[config.mk]
export PLATFORM = sky130hd
export DESIGN_NAME = verifier_mul_arbiter_flat
export DESIGN_NICKNAME = d
export VERILOG_FILES = /design/src/rtl/verifier_mul_arbiter_if.sv /design/src/rtl/verifier_mul_arbiter.sv /design/src/flat_wrapper.sv
export SDC_FILE = /design/constraint.sdc
export NUM_CORES = 1
export LEC_CHECK = 0
export CORE_MARGIN = 2
export CORE_UTILIZATION = 50
export DETAILED_ROUTE_END_ITERATION = 10
export PLACE_DENSITY = 0.92
export SYNTH_ARGS = -nofsm -noshare
export SYNTH_HDL_FRONTEND = slang
export SYNTH_SLANG_ARGS = --single-unit
[constraint.sdc]
create_clock -name clk -period 2.57 [get_ports clk]
set_input_delay 0.3855 -clock clk [delete_from_list [all_inputs] [get_ports clk]]
set_output_delay 0.3855 -clock clk [all_outputs]
set_load 0.05 [all_outputs]
[src/rtl/verifier_mul_arbiter_if.sv]
// Bus bundle between the requesters, the multiplier arbiter and the shared
// field multiplier. The arbiter connects through the slave modport; the
// requesters and the multiplier together drive the master modport.

`ifndef F_NBITS
`define F_NBITS 16
`endif
`ifndef F_Q
`define F_Q 65521
`endif

interface verifier_mul_arbiter_if #(
  parameter int nReq = 4
);

  logic [nReq-1:0]               req_en;
  logic [nReq-1:0][`F_NBITS-1:0] req_in_a;
  logic [nReq-1:0][`F_NBITS-1:0] req_in_b;
  logic [nReq-1:0][`F_NBITS-1:0] req_out;
  logic [nReq-1:0]               req_ready;

  logic                          mul_en;
  logic [1:0][`F_NBITS-1:0]      mul_in;
  logic [`F_NBITS-1:0]           mul_out;
  logic                          mul_ready;

  modport master (
    output req_en, req_in_a, req_in_b, mul_out, mul_ready,
    input  req_out, req_ready, mul_en, mul_in
  );

  modport slave (
    input  req_en, req_in_a, req_in_b, mul_out, mul_ready,
    output req_out, req_ready, mul_en, mul_in
  );

endinterface

[src/rtl/verifier_mul_arbiter.sv]
// Round-robin arbiter sharing one field multiplier among nReq requesters.
// Each requester owns an operand slot; a start pulse on an idle slot latches
// the operands and queues the slot. One multiplication is in flight at a time
// and the product is written back bit-exact into the winner's result register.

`ifndef F_NBITS
`define F_NBITS 16
`endif
`ifndef F_Q
`define F_Q 65521
`endif

module verifier_mul_arbiter #(
  parameter int nReq = 4
) (
  input  logic                 clk,
  input  logic                 rstb,
  verifier_mul_arbiter_if.slave bus
);

  localparam int FW = `F_NBITS;
  localparam int GW = $clog2(nReq);
  // last_grant starts at the top slot so the first grant after reset is slot 0
  localparam logic [GW-1:0] LAST_INIT = GW'(nReq - 1);

  typedef enum logic [1:0] {
    IDLE    = 2'd0,
    ISSUE   = 2'd1,
    WAIT_LO = 2'd2,
    WAIT_HI = 2'd3
  } state_t;

  state_t                  state;
  state_t                  state_nxt;

  logic [nReq-1:0]         pending;
  logic [nReq-1:0]         accept;
  logic [nReq-1:0]         done_mask;
  logic [nReq-1:0][FW-1:0] slot_a;
  logic [nReq-1:0][FW-1:0] slot_b;
  logic [nReq-1:0][FW-1:0] result;

  logic [GW-1:0]           grant;
  logic [GW-1:0]           last_grant;
  logic [GW-1:0]           rr_pick;
  logic [GW-1:0]           rr_cand;
  logic                    rr_found;
  int                      rr_idx;

  logic [1:0][FW-1:0]      mul_in_q;
  logic                    issue_start;
  logic                    complete;

  // A start pulse only counts when the slot is idle; busy slots ignore it.
  assign accept = bus.req_en & ~pending;

  // Round-robin search starting just after the previous winner.
  always_comb begin
    rr_found = 1'b0;
    rr_pick  = '0;
    rr_idx   = 0;
    rr_cand  = '0;
    for (int k = 0; k < nReq; k++) begin
      rr_idx  = (int'(last_grant) + 1 + k) % nReq;
      rr_cand = GW'(rr_idx);
      if (!rr_found && pending[rr_cand]) begin
        rr_found = 1'b1;
        rr_pick  = rr_cand;
      end
    end
  end

  // FSM state register.
  always_ff @(posedge clk or negedge rstb) begin
    if (!rstb) begin
      state <= IDLE;
    end else begin
      state <= state_nxt;
    end
  end

  // FSM next state plus the single-cycle issue/complete strobes.
  always_comb begin
    state_nxt   = state;
    issue_start = 1'b0;
    complete    = 1'b0;
    case (state)
      IDLE: begin
        if (rr_found && bus.mul_ready) begin
          issue_start = 1'b1;
          state_nxt   = ISSUE;
        end
      end
      ISSUE: begin
        state_nxt = WAIT_LO;
      end
      WAIT_LO: begin
        if (!bus.mul_ready) begin
          state_nxt = WAIT_HI;
        end
      end
      WAIT_HI: begin
        if (bus.mul_ready) begin
          complete  = 1'b1;
          state_nxt = IDLE;
        end
      end
      default: begin
        state_nxt = IDLE;
      end
    endcase
  end

  // One-hot of the slot finishing this cycle, used to retire it.
  always_comb begin
    done_mask = '0;
    if (complete) begin
      done_mask[grant] = 1'b1;
    end
  end

  // Queue flags: set on accept, cleared when the slot's product lands.
  always_ff @(posedge clk or negedge rstb) begin
    if (!rstb) begin
      pending <= '0;
    end else begin
      pending <= (pending & ~done_mask) | accept;
    end
  end

  // Operand slots capture the requester's inputs only when accepted.
  always_ff @(posedge clk or negedge rstb) begin
    if (!rstb) begin
      slot_a <= '0;
      slot_b <= '0;
    end else begin
      for (int i = 0; i < nReq; i++) begin
        if (accept[i]) begin
          slot_a[i] <= bus.req_in_a[i];
          slot_b[i] <= bus.req_in_b[i];
        end
      end
    end
  end

  // Winner and its operands are frozen at the issue decision and held until
  // the multiplier reports done, so mul_in never sees req_in_* directly.
  always_ff @(posedge clk or negedge rstb) begin
    if (!rstb) begin
      grant    <= '0;
      mul_in_q <= '0;
    end else if (issue_start) begin
      grant       <= rr_pick;
      mul_in_q[0] <= slot_a[rr_pick];
      mul_in_q[1] <= slot_b[rr_pick];
    end
  end

  // Round-robin pointer advances only when a grant actually completes.
  always_ff @(posedge clk or negedge rstb) begin
    if (!rstb) begin
      last_grant <= LAST_INIT;
    end else if (complete) begin
      last_grant <= grant;
    end
  end

  // Per-slot result registers hold until that slot's next completion.
  always_ff @(posedge clk or negedge rstb) begin
    if (!rstb) begin
      result <= '0;
    end else if (complete) begin
      result[grant] <= bus.mul_out;
    end
  end

  assign bus.req_out   = result;
  assign bus.req_ready = ~pending;
  assign bus.mul_en    = (state == ISSUE);
  assign bus.mul_in    = mul_in_q;

endmodule

[src/flat_wrapper.sv]
// flat-port wrapper written by rule: the top's interface ports become plain ports
module verifier_mul_arbiter_flat 
#(
  parameter int nReq = 4
)
  (clk, rstb, bus_req_en, bus_req_in_a, bus_req_in_b, bus_mul_out, bus_mul_ready, bus_req_out, bus_req_ready, bus_mul_en, bus_mul_in);
  verifier_mul_arbiter_if #(.nReq(nReq)) bus_i ();
  input  logic clk;
  input  logic rstb;
  input wire logic [$bits(bus_i.req_en)-1:0] bus_req_en;
  input wire logic [$bits(bus_i.req_in_a)-1:0] bus_req_in_a;
  input wire logic [$bits(bus_i.req_in_b)-1:0] bus_req_in_b;
  input wire logic [$bits(bus_i.mul_out)-1:0] bus_mul_out;
  input wire logic [$bits(bus_i.mul_ready)-1:0] bus_mul_ready;
  output wire logic [$bits(bus_i.req_out)-1:0] bus_req_out;
  output wire logic [$bits(bus_i.req_ready)-1:0] bus_req_ready;
  output wire logic [$bits(bus_i.mul_en)-1:0] bus_mul_en;
  output wire logic [$bits(bus_i.mul_in)-1:0] bus_mul_in;
  assign bus_i.req_en = bus_req_en;
  assign bus_i.req_in_a = bus_req_in_a;
  assign bus_i.req_in_b = bus_req_in_b;
  assign bus_i.mul_out = bus_mul_out;
  assign bus_i.mul_ready = bus_mul_ready;
  assign bus_req_out = bus_i.req_out;
  assign bus_req_ready = bus_i.req_ready;
  assign bus_mul_en = bus_i.mul_en;
  assign bus_mul_in = bus_i.mul_in;
  verifier_mul_arbiter #(.nReq(nReq)) u_core (.clk(clk), .rstb(rstb), .bus(bus_i));
endmodule
==> reports/qor.yml, run 1 <==
clk_latency_ns: 0.51
switching_power_mw: 8.31
wl_um: 27000
post_cts_resized: 0
rows: 52
stdcell_count: 1267
synth-simple-area-share_pct: 9.90
yosysMostFrequentCell: "dfrtp_1"
synth-adder-area-share_pct: 0.493
skew_ns: 0.00881
postSynth.asyncResetShare_pct: 100
muxShareOfSynthArea_pct: 21.6
cts_hold_buffers: 1
first_pass_iters: 4
ys_ff_latch: 234
synthXorXnorAreaFrac_pct: 0
rsz0062_at_grt: "false"
fill_cells: 1381
fin_crit_ns: 2.36
layout.nets: 1133
dieArea_um2: 21500
synth_ff_type: "dfrtp_1"
clock_path_buffers: 3
grtUsageTotal_pct: 25.3
final_core_util_pct: 69.1
combPwrFrac_pct: 48.3
syn-instance-count: 728
dp_hpwl_um: 18100
netSwitchingFraction_pct: 41.3
dr.first_iter.drc_count: 217
p_leak_nw: 5.83
grt_start_max_net_pins: 78
ys_top_cells_by_count: "232 x dfrtp_1, 174 x mux2_2, 64 x and3_1, 36 x clkbuf_1, 36 x nor2_1"
synth_cell_types: 40
yosysSeqAreaShare_pct: 57.7
yosysTopAreaCell: "dfrtp_1"
cts_setup_buffers: 0
place_ws_ns: 0.275
placedCellCount: 1220
cts_inserted_buffers: 25
critPathMaxStageDelay_ns: 0.60
io_pins: 252
period_share_pct: 91.8
antenna_found_initial: 2
clock_power_share_pct: 18.2
syn_nets: 883
tightest_slew_ns: 0.917
setup_ws_ns: 0.211
postRouteAntennaNets: 0
io_buffers: 251
area_delta_synth_final_pct: 36.8
cts_root_buf: "clkbuf_16"
p_per_area_nw_per_um2: 1450
gp_congestion: 0.809
relSlewSlack_pct: 38.9
synth_top_family_by_area: "multiplexers"
p_int_mw: 11.8
syn_area_um2: 10100
dieHeight_um: 146
hold_viol: 0
avgSynthCellArea_um2: 13.9
slowest_stage: "dfstp_2"
wl_per_cell_um: 21.3
cp_cell_sequence: "mux2i_1, a2bb2oi_4, nand2_4, buf_12, a211oi_1, nor3_2"
outcome: "complete, no violations"
cts_tree: "built"
critPathKind: "reg -> reg"
drive_above_1_share_pct: 31.0
cp_data_arrival_time_ns: 2.74
via_count: 7063
ctsHtreeMaxLevel: 1
yosys_warnings: 0
startpoint_type: "flop"
max_freq_ghz: 0.424
reg2reg_depth: 6
holdWs_ns: 0.458
hold_path_class: "in -> async"
irDropWorstVdd_uv: 997
die_w_um: 146
synth_edf_count: 0
synth.top_cell.area_share_pct: 57.2
worstPathRequired_ns: 2.95
end_kind: "flop"
drv_slew: 0
p_seq_share_pct: 33.5
critical_path.max_fanout: 41
synth_compound_area_share_pct: 7.21
clkTransAtPathRegs_ns: 0.06
core_area_um2: 20100
grt_pass1_vias: 7608
cts.sinks: 234
finalSetupViolCount: 0
synth.area.top_cells: "dfrtp_1 57%, mux2_2 19%, and3_1 3.9%, a211oi_2 3.6%, nor3_2 3.0%"
initial_core_util_pct: 50.5
drc: 0
finalSetupTns_ns: 0
grt_pass1_wl_um: 42700
drv_cap: 0
vias_per_cell: 5.57
overflow: 0
-- sequential cells by signal, indices dropped and copies added, names as in the netlist --
register / cells
u_core.bus.mul_in: 32
u_core.state: 2
u_core.pending: 4
u_core.slot_a: 64
u_core.last_grant: 2
u_core.bus.req_out: 64
u_core.slot_b: 64
u_core.grant: 2
-- worst paths after layout --
path	from	endpoint	slack, ns
setup / recovery	u_core.last_grant[1]	u_core.bus.mul_in[20]	0.21
hold / removal	rstb	u_core.slot_b[24]	0.46
setup reg to reg	u_core.last_grant[1]	u_core.bus.mul_in[20]	0.21
hold reg to reg	u_core.bus.req_out[9]	u_core.bus.req_out[9]	0.48
max in group asynchronous	rstb	u_core.last_grant[1]	1.36
min in group clk	u_core.bus.req_out[9]	u_core.bus.req_out[9]	0.48
-- per-stage QoR --
step | cell area [µm²] | power (mW)
3_3_place_gp | 13000 | 16.1
2_1_floorplan | 10100 | 13.2
4_1_cts | 13900 | 20.2
5_1_grt | 13900 | 21.0
6_report | 13900 | 20.1
3_5_place_dp | 13000 | 16.4
-- placed cells by master, fill, tap and decap left out, drive strengths merged --
cell type and n:
a211oi 64, a21boi 1, a21o 4, a2bb2oi 1, a31o 1, a31oi 1
and2 2, and2b 2, and3 64, buf 24, bufinv 2, clkbuf 40
clkdlybuf4s50 250, clkinv 2, clkinvlp 1, dfrtp 232, dfstp 2, diode 1
dlygate4sd3 1, ha 4, inv 8, mux2 193, mux2i 2, nand2 6
nand2b 2, nand3 1, nand4 2, nor2 36, nor2b 4, nor3 33
o21a 1, o21ai 6, o21bai 1, or2 1, or3 1, or4 1
-- cell families (layout without fill, tap and decap cells) --
family / after synthesis / count (layout)
fa+ha+maj: 4 / 4
mux: 195 / 195
flops: 234 / 234
simple gates: 155 / 155
compound gates: 80 / 80
other cells: 0 / 1
buf+inv: 60 / 328
-- worst max-delay path, delay by kind of cell, from the launching register on --
family	cells	cell delay [ns]
simple gates	2	0.32
mux	1	0.33
compound gates	2	0.67
flops	1	0.60
buf+inv	1	0.29
-- cell type report --
class                           instances  area (µm²)  share of cell area (%)
Inverter                                8        30.0                   0.216
Timing Repair Buffer                  275        2780                    20.0
Tap cell                              270         338                    2.43
Clock inverter                          5        77.6                   0.559
Sequential cell                       234        5860                    42.2
Antenna cell                            1        2.50                  0.0180
Clock buffer                           40         772                    5.56
Multi-Input combinational cell        434        4030                    29.0
-- power by group through the flow --
stage	Clock, mW	Sequential (mW)	Combinational [mW]
floorplan	0	9.05	4.18
global placement	0	6.64	9.44
detailed placement	0	6.74	9.70
CTS	3.71	6.72	9.78
global route	3.88	6.93	10.2
finish	3.66	6.73	9.71
-- routing by layer --
metal  wire length [µm]  track usage [%]  vias up
met1              11000             32.3     3598
met2              13500             43.0      259
met5                 10                0        -
met4                987             9.61        2
li1                   -                -     3140
met3               1500             4.75       64
Note: power is estimated with default switching activity, not from simulation.
==> run 2, diff against run 1 <==
--- a/config.mk
+++ b/config.mk
@@ -5,10 +5,12 @@
 export SDC_FILE = /design/constraint.sdc
 export NUM_CORES = 1
 export LEC_CHECK = 0
+export CELL_PAD_IN_SITES_DETAIL_PLACEMENT = 0
+export CELL_PAD_IN_SITES_GLOBAL_PLACEMENT = 1
 export CORE_MARGIN = 2
-export CORE_UTILIZATION = 50
+export CORE_UTILIZATION = 40
 export DETAILED_ROUTE_END_ITERATION = 10
-export PLACE_DENSITY = 0.92
+export PLACE_DENSITY = 0.91
 export SYNTH_ARGS = -nofsm -noshare
 export SYNTH_HDL_FRONTEND = slang
 export SYNTH_SLANG_ARGS = --single-unit
==> run 2 against run 1 <==
Combinational power hardly changed. Worst hold slack worse by 0.039 ns. First-iteration DRC count increased by 61%. Final cell count grew 4.7%. Via count fell by 2.4%. Fmax decreased by 1.7%. Core utilization shrank 13 points. Count of clock-buffer cells in the layout shrank 2. Clock power rose by 8.5%.
==> reports/qor.yml, run 2 (synthesized netlist as in run 1, its figures left out) <==
io_pins: 252  # unchanged
clock_path_buffers: 3  # unchanged
first_pass_iters: 4  # unchanged
postRouteAntennaNets: 0  # unchanged
finalSetupTns_ns: 0  # unchanged
p_total_mw: 20.3  # +1.2%
final_core_util_pct: 56.3  # -13 points
irDropWorstVdd_uv: 754  # -24%
cts_hold_buffers: 1  # unchanged
post_cts_resized: 0  # unchanged
clk_latency_ns: 0.52  # about the same
cts_root_buf: "clkbuf_16"
drc: 0  # unchanged
wl_per_cell_um: 20.0  # -6.0%
grt_start_max_net_pins: 79  # +1.3%
gp_congestion: 0.783  # -3.2%
max_freq_ghz: 0.416  # -1.7%
hold_viol: 0  # unchanged
die_w_um: 163  # +11%
cp_data_arrival_time_ns: 2.02  # -0.72 ns
core_area_um2: 25000  # +25%
cts_tree: "built"
stdcell_count: 1326  # +4.7%
reg2reg_slack_ns: 0.29  # +0.08 ns
rsz0062_at_grt: "false"
io_buffers: 251  # unchanged
place_ws_ns: 0.284  # +0.00845 ns
worstPathRequired_ns: 2.18  # -0.77 ns
via_count: 6890  # -2.4%
end_kind: "output pin"
rows: 58  # +12%
cts.sinks: 234  # unchanged
cts_inserted_buffers: 26  # +4.0%
finalSetupViolCount: 0  # unchanged
startpoint_type: "flop"
holdWs_ns: 0.419  # -0.0393 ns
drv_cap: 0  # unchanged
relSlewSlack_pct: 40.4  # +1.5 points
vias_per_cell: 5.20  # -6.8%
dr.first_iter.drc_count: 349  # +61%
outcome: "complete, no violations"
antenna_found_initial: 2  # unchanged
wl_met1_um: 12000  # +9.1%
ctsHtreeMaxLevel: 1  # unchanged
postLayoutCellArea_um2: 14100  # +1.4%
layout.nets: 1132  # -0.088%
met3_length_um: 1540  # +3.1%
clkTransAtPathRegs_ns: 0.06  # about the same
grt_pass1_wl_um: 41200  # -3.4%
p_per_area_nw_per_um2: 1440  # -0.24%
dp_hpwl_um: 17900  # -1.6%
setup_ws_ns: 0.169  # -0.0418 ns
critical_path.max_fanout: 5  # -88%
hold_path_class: "in -> async"
grtUsageTotal_pct: 19.8  # -5.5 points
fill_cells: 2016  # +46%
top_layer: "met4"
fin_crit_ns: 2.40  # +0.0418 ns
tightest_slew_ns: 0.894  # -0.0229 ns
p_leak_nw: 5.88  # +0.87%
initial_core_util_pct: 40.5  # -9.9 points
mostFrequentLayoutCells: "250 x clkdlybuf4s50_1, 232 x dfrtp_1, 174 x mux2_2, 64 x and3_1, 36 x nor2_1"
regArea_um2: 5860  # unchanged
cts_setup_buffers: 0  # unchanged
placed_area_um2: 13100  # +0.85%
dieArea_um2: 26700  # +24%
critPathKind: "reg -> out"
routed-wl-met2_um: 12400  # -8.3%
overflow: 0  # unchanged
area_delta_synth_final_pct: 38.8
drv_slew: 0  # unchanged
skew_ns: 0.00803  # -0.000787 ns
final_common_cell: "clkdlybuf4s50_1"
wl_um: 26600  # -1.6%
placedCellCount: 1278  # +4.8%
period_share_pct: 93.4  # +1.6 points
grt_pass1_vias: 7340  # -3.5%
drive_above_1_share_pct: 31.5  # +0.43 points
dieHeight_um: 163  # +11%
multiInputGateArea_um2: 4030  # unchanged
run 2: cell types whose count changed in the layout (fill, tap and decap cells not counted), sizes merged:
| cell | before | now |
|---|---|---|
| buf | 24 | 22 |
| bufinv | 2 | 3 |
| clkbuf | 40 | 38 |
| clkinvlp | 1 | 3 |
run 2: final timing paths:
check	endpoint	from	cells after the start
worst max-delay path	bus_req_ready[2]	u_core.pending[2]	2
worst min-delay path	u_core.bus.req_out[22]	rstb	2
worst max register to register	u_core.bus.mul_in[18]	u_core.last_grant[1]	6
worst min register to register	u_core.bus.req_out[8]	u_core.bus.req_out[8]	1
max in group asynchronous	u_core.last_grant[1]	rstb	3
min in group clk	u_core.slot_b[48]	bus_req_in_b[48]	2
run 2: where the power goes:
| part | leakage, nW | switching, mW | internal (mW) |
|---|---|---|---|
| combinational | 2.66 | 5.67 | 4.01 |
| clock | 0.456 | 1.48 | 2.49 |
| sequential | 2.77 | 1.12 | 5.58 |
| total | 5.88 | 8.27 | 12.1 |
run 2: layout make-up:
type	count	area share [%]
antenna	1	0.0178
multi-input combinational	434	28.6
timing repair buffer	273	20.0
inverter	8	0.213
sequential	234	41.6
clock inverter	8	0.870
tap	330	2.93
clock buffer	38	5.80
run 2: worst max-delay path, cell delays in order (launching register included):
cell             delay (ns)
dfrtp_1                0.46
inv_1                  0.16
clkdlybuf4s50_1        0.87
run 2: per-layer routing:
metal / up-vias / track usage [%]
met5: - / 0
met4: 0 / 5.47
met3: 42 / 3.45
met2: 183 / 31.5
met1: 3532 / 28.0
li1: 3133 / -
==> run 3, diff against run 2 <==
--- a/config.mk
+++ b/config.mk
@@ -11,6 +11,7 @@
 export CORE_UTILIZATION = 40
 export DETAILED_ROUTE_END_ITERATION = 10
 export PLACE_DENSITY = 0.91
+export SETUP_SLACK_MARGIN = 0.2
 export SYNTH_ARGS = -nofsm -noshare
 export SYNTH_HDL_FRONTEND = slang
 export SYNTH_SLANG_ARGS = --single-unit
==> constraint.sdc (replaced) <==
create_clock -name clk -period 2.23 [get_ports clk]
set_input_delay 0.3345 -clock clk [delete_from_list [all_inputs] [get_ports clk]]
set_output_delay 0.3345 -clock clk [all_outputs]
set_load 0.05 [all_outputs]
==> run 3 against run 2 <==
Worst hold slack worse by 0.046 ns. Total power rose by 12%. Final cell count is 0.83% higher. Non-clock buffer count is 15 higher. Via count stayed put. Core utilization increased by 0.41 points. Critical path type unchanged. Highest routed layer unchanged.
==> reports/qor.yml, run 3 (synthesized netlist as in run 1, its figures left out) <==
outcome: "complete, no violations"
postRouteAntennaNets: 0  # unchanged
ctsHtreeMaxLevel: 1  # unchanged
dieHeight_um: 163  # unchanged
drc: 0  # unchanged
clock_path_buffers: 3  # unchanged
fill_cells: 2022  # +0.30%
critical_path.max_fanout: 2  # -3
vias_per_cell: 5.15  # -0.82%
grt_start_max_net_pins: 73  # -7.6%
worstPathRequired_ns: 1.90  # -0.28 ns
gp_congestion: 0.814  # +3.9%
die_w_um: 163  # unchanged
skew_ns: 0.00606  # -0.00197 ns
grt_pass1_wl_um: 41900  # +1.6%
dieArea_um2: 26700  # unchanged
critPathKind: "reg -> out"
regArea_um2: 5860  # about the same
cp_cell_sequence: "clkdlybuf4s50_1"
clock_power_share_pct: 16.8  # -2.7 points
area_delta_synth_final_pct: 39.8
period_share_pct: 90.1
switching_power_mw: 9.55  # +16%
tightest_slew_ns: 0.609  # -0.285 ns
final_common_cell: "dfrtp_1"
layout.nets: 1146  # +1.2%
cts_tree: "built"
drv_cap: 0  # unchanged
wl_um: 26900  # +1.3%
p_leak_nw: 6.46  # +9.9%
antenna_found_initial: 2  # unchanged
io_buffers: 251  # unchanged
cts_root_buf: "clkbuf_16"
initial_core_util_pct: 40.5  # unchanged
max_freq_ghz: 0.498
multiInputGateArea_um2: 4100  # +1.6%
end_kind: "output pin"
via_count: 6890  # unchanged
place_ws_ns: 0.110  # -0.174 ns
p_seq_share_pct: 33.7  # +0.8 points
cts_inserted_buffers: 25  # -3.8%
dp_hpwl_um: 18500  # +3.8%
cts.sinks: 234  # unchanged
critPathMaxStageDelay_ns: 0.82  # -0.05 ns
netSwitchingFraction_pct: 41.9  # +1.3 points
grtUsageTotal_pct: 20.2  # +0.37 points
grt_pass1_vias: 7410  # +0.95%
wl_per_cell_um: 20.1  # +0.48%
core_area_um2: 25000  # unchanged
hold_path_class: "in -> async"
clk_latency_ns: 0.51  # about the same
clkTransAtPathRegs_ns: 0.06  # about the same
drive_above_1_share_pct: 32.4  # +0.98 points
relSlewSlack_pct: 59.6  # +19 points
critPathBufInv: 1  # -1
first_pass_iters: 6  # +2
drv_slew: 0  # unchanged
dr.first_iter.drc_count: 370  # +6.0%
p_int_mw: 13.2  # +9.6%
slowest_stage: "clkdlybuf4s50_1"
irDropWorstVdd_uv: 769  # +2.0%
cp_data_arrival_time_ns: 1.68  # -0.34 ns
io_pins: 252  # unchanged
p_per_area_nw_per_um2: 1610  # +11%
fin_crit_ns: 2.01
rsz0062_at_grt: "true"
p_total_mw: 22.8  # +12%
combPwrFrac_pct: 49.5  # +1.9 points
path_delay_family: "buffers and inverters"
finalSetupTns_ns: 0  # unchanged
hold_viol: 0  # unchanged
rows: 58  # unchanged
holdWs_ns: 0.373  # -0.0460 ns
setup_ws_ns: 0.220  # +0.0513 ns
startpoint_type: "flop"
finalSetupViolCount: 0  # unchanged
overflow: 0  # unchanged
mostFrequentLayoutCells: "231 x dfrtp_1, 174 x mux2_2, 159 x clkdlybuf4s50_1, 64 x and3_1, 47 x dlymetal6s2s_1"
-- run 3: changes by cell type in the layout (fill, tap and decap cells not counted), moves of 8 or more --
| cell | before | now |
|---|---|---|
| buf_4 | 11 | 19 |
| clkbuf_1 | 1 | 10 |
| clkbuf_8 | 10 | 1 |
| clkdlybuf4s50_1 | 250 | 159 |
| dlygate4sd2_1 | 0 | 41 |
| dlymetal6s2s_1 | 0 | 47 |
-- run 3: final timing paths --
check	depth (start not counted)	startpoint	end	slack, ns
worst max-delay path	1	u_core.bus.req_out[53]	bus_req_out[53]	0.22
worst min-delay path	2	rstb	u_core.bus.req_out[22]	0.37
worst max register to register	7	u_core.last_grant[1]	u_core.bus.mul_in[2]	0.30
worst min register to register	1	u_core.bus.req_out[8]	u_core.bus.req_out[8]	0.48
max in group asynchronous	3	rstb	u_core.slot_b[9]	1.18
min in group clk	2	bus_req_in_a[47]	u_core.slot_a[47]	0.43
-- run 3: cell type report --
cell class,count,share of cell area (%)
antenna,2,0.0353
clock buffer,36,4.77
clock inverter,5,0.370
inverter,8,0.212
multi-input combinational,434,28.9
sequential,234,41.3
tap,330,2.91
timing repair buffer,288,21.5
-- run 3: power by group through the flow --
stage | combinational [mW] | clock (mW) | sequential, mW
finish | 11.3 | 3.82 | 7.69
global placement | 11.2 | 0 | 7.67
detailed placement | 11.4 | 0 | 7.73
CTS | 11.3 | 3.90 | 7.68
global route | 11.9 | 4.10 | 7.96
floorplan | 4.82 | 0 | 10.4
-- run 3: what timing repair did --
item	in CTS	in global routing
endpoints found under the setup margin	52	73
resized for setup	47	60
hold buffers	1	0
hold endpoints to repair	64	0
pin swaps	1	3
setup buffers	1	2
-- run 3: through the flow --
step | utilization, % | area [µm²] | instances
finish | 56.7 | 14200 | 1337
global route | 56.7 | 14200 | 1336
CTS | 55.9 | 14000 | 1333
detailed placement | 53.0 | 13300 | 1290
global placement | 53.0 | 13300 | 1290
floorplan | - | 10100 | 728
-- run 3: layer usage --
metal | global-route usage [%] | part of all wire, % | up-vias
met5 | 0 | 0 | -
met4 | 5.87 | 2.4 | 0
met3 | 4.37 | 6.0 | 41
met2 | 33.2 | 48 | 205
met1 | 26.8 | 44 | 3503
li1 | - | - | 3141
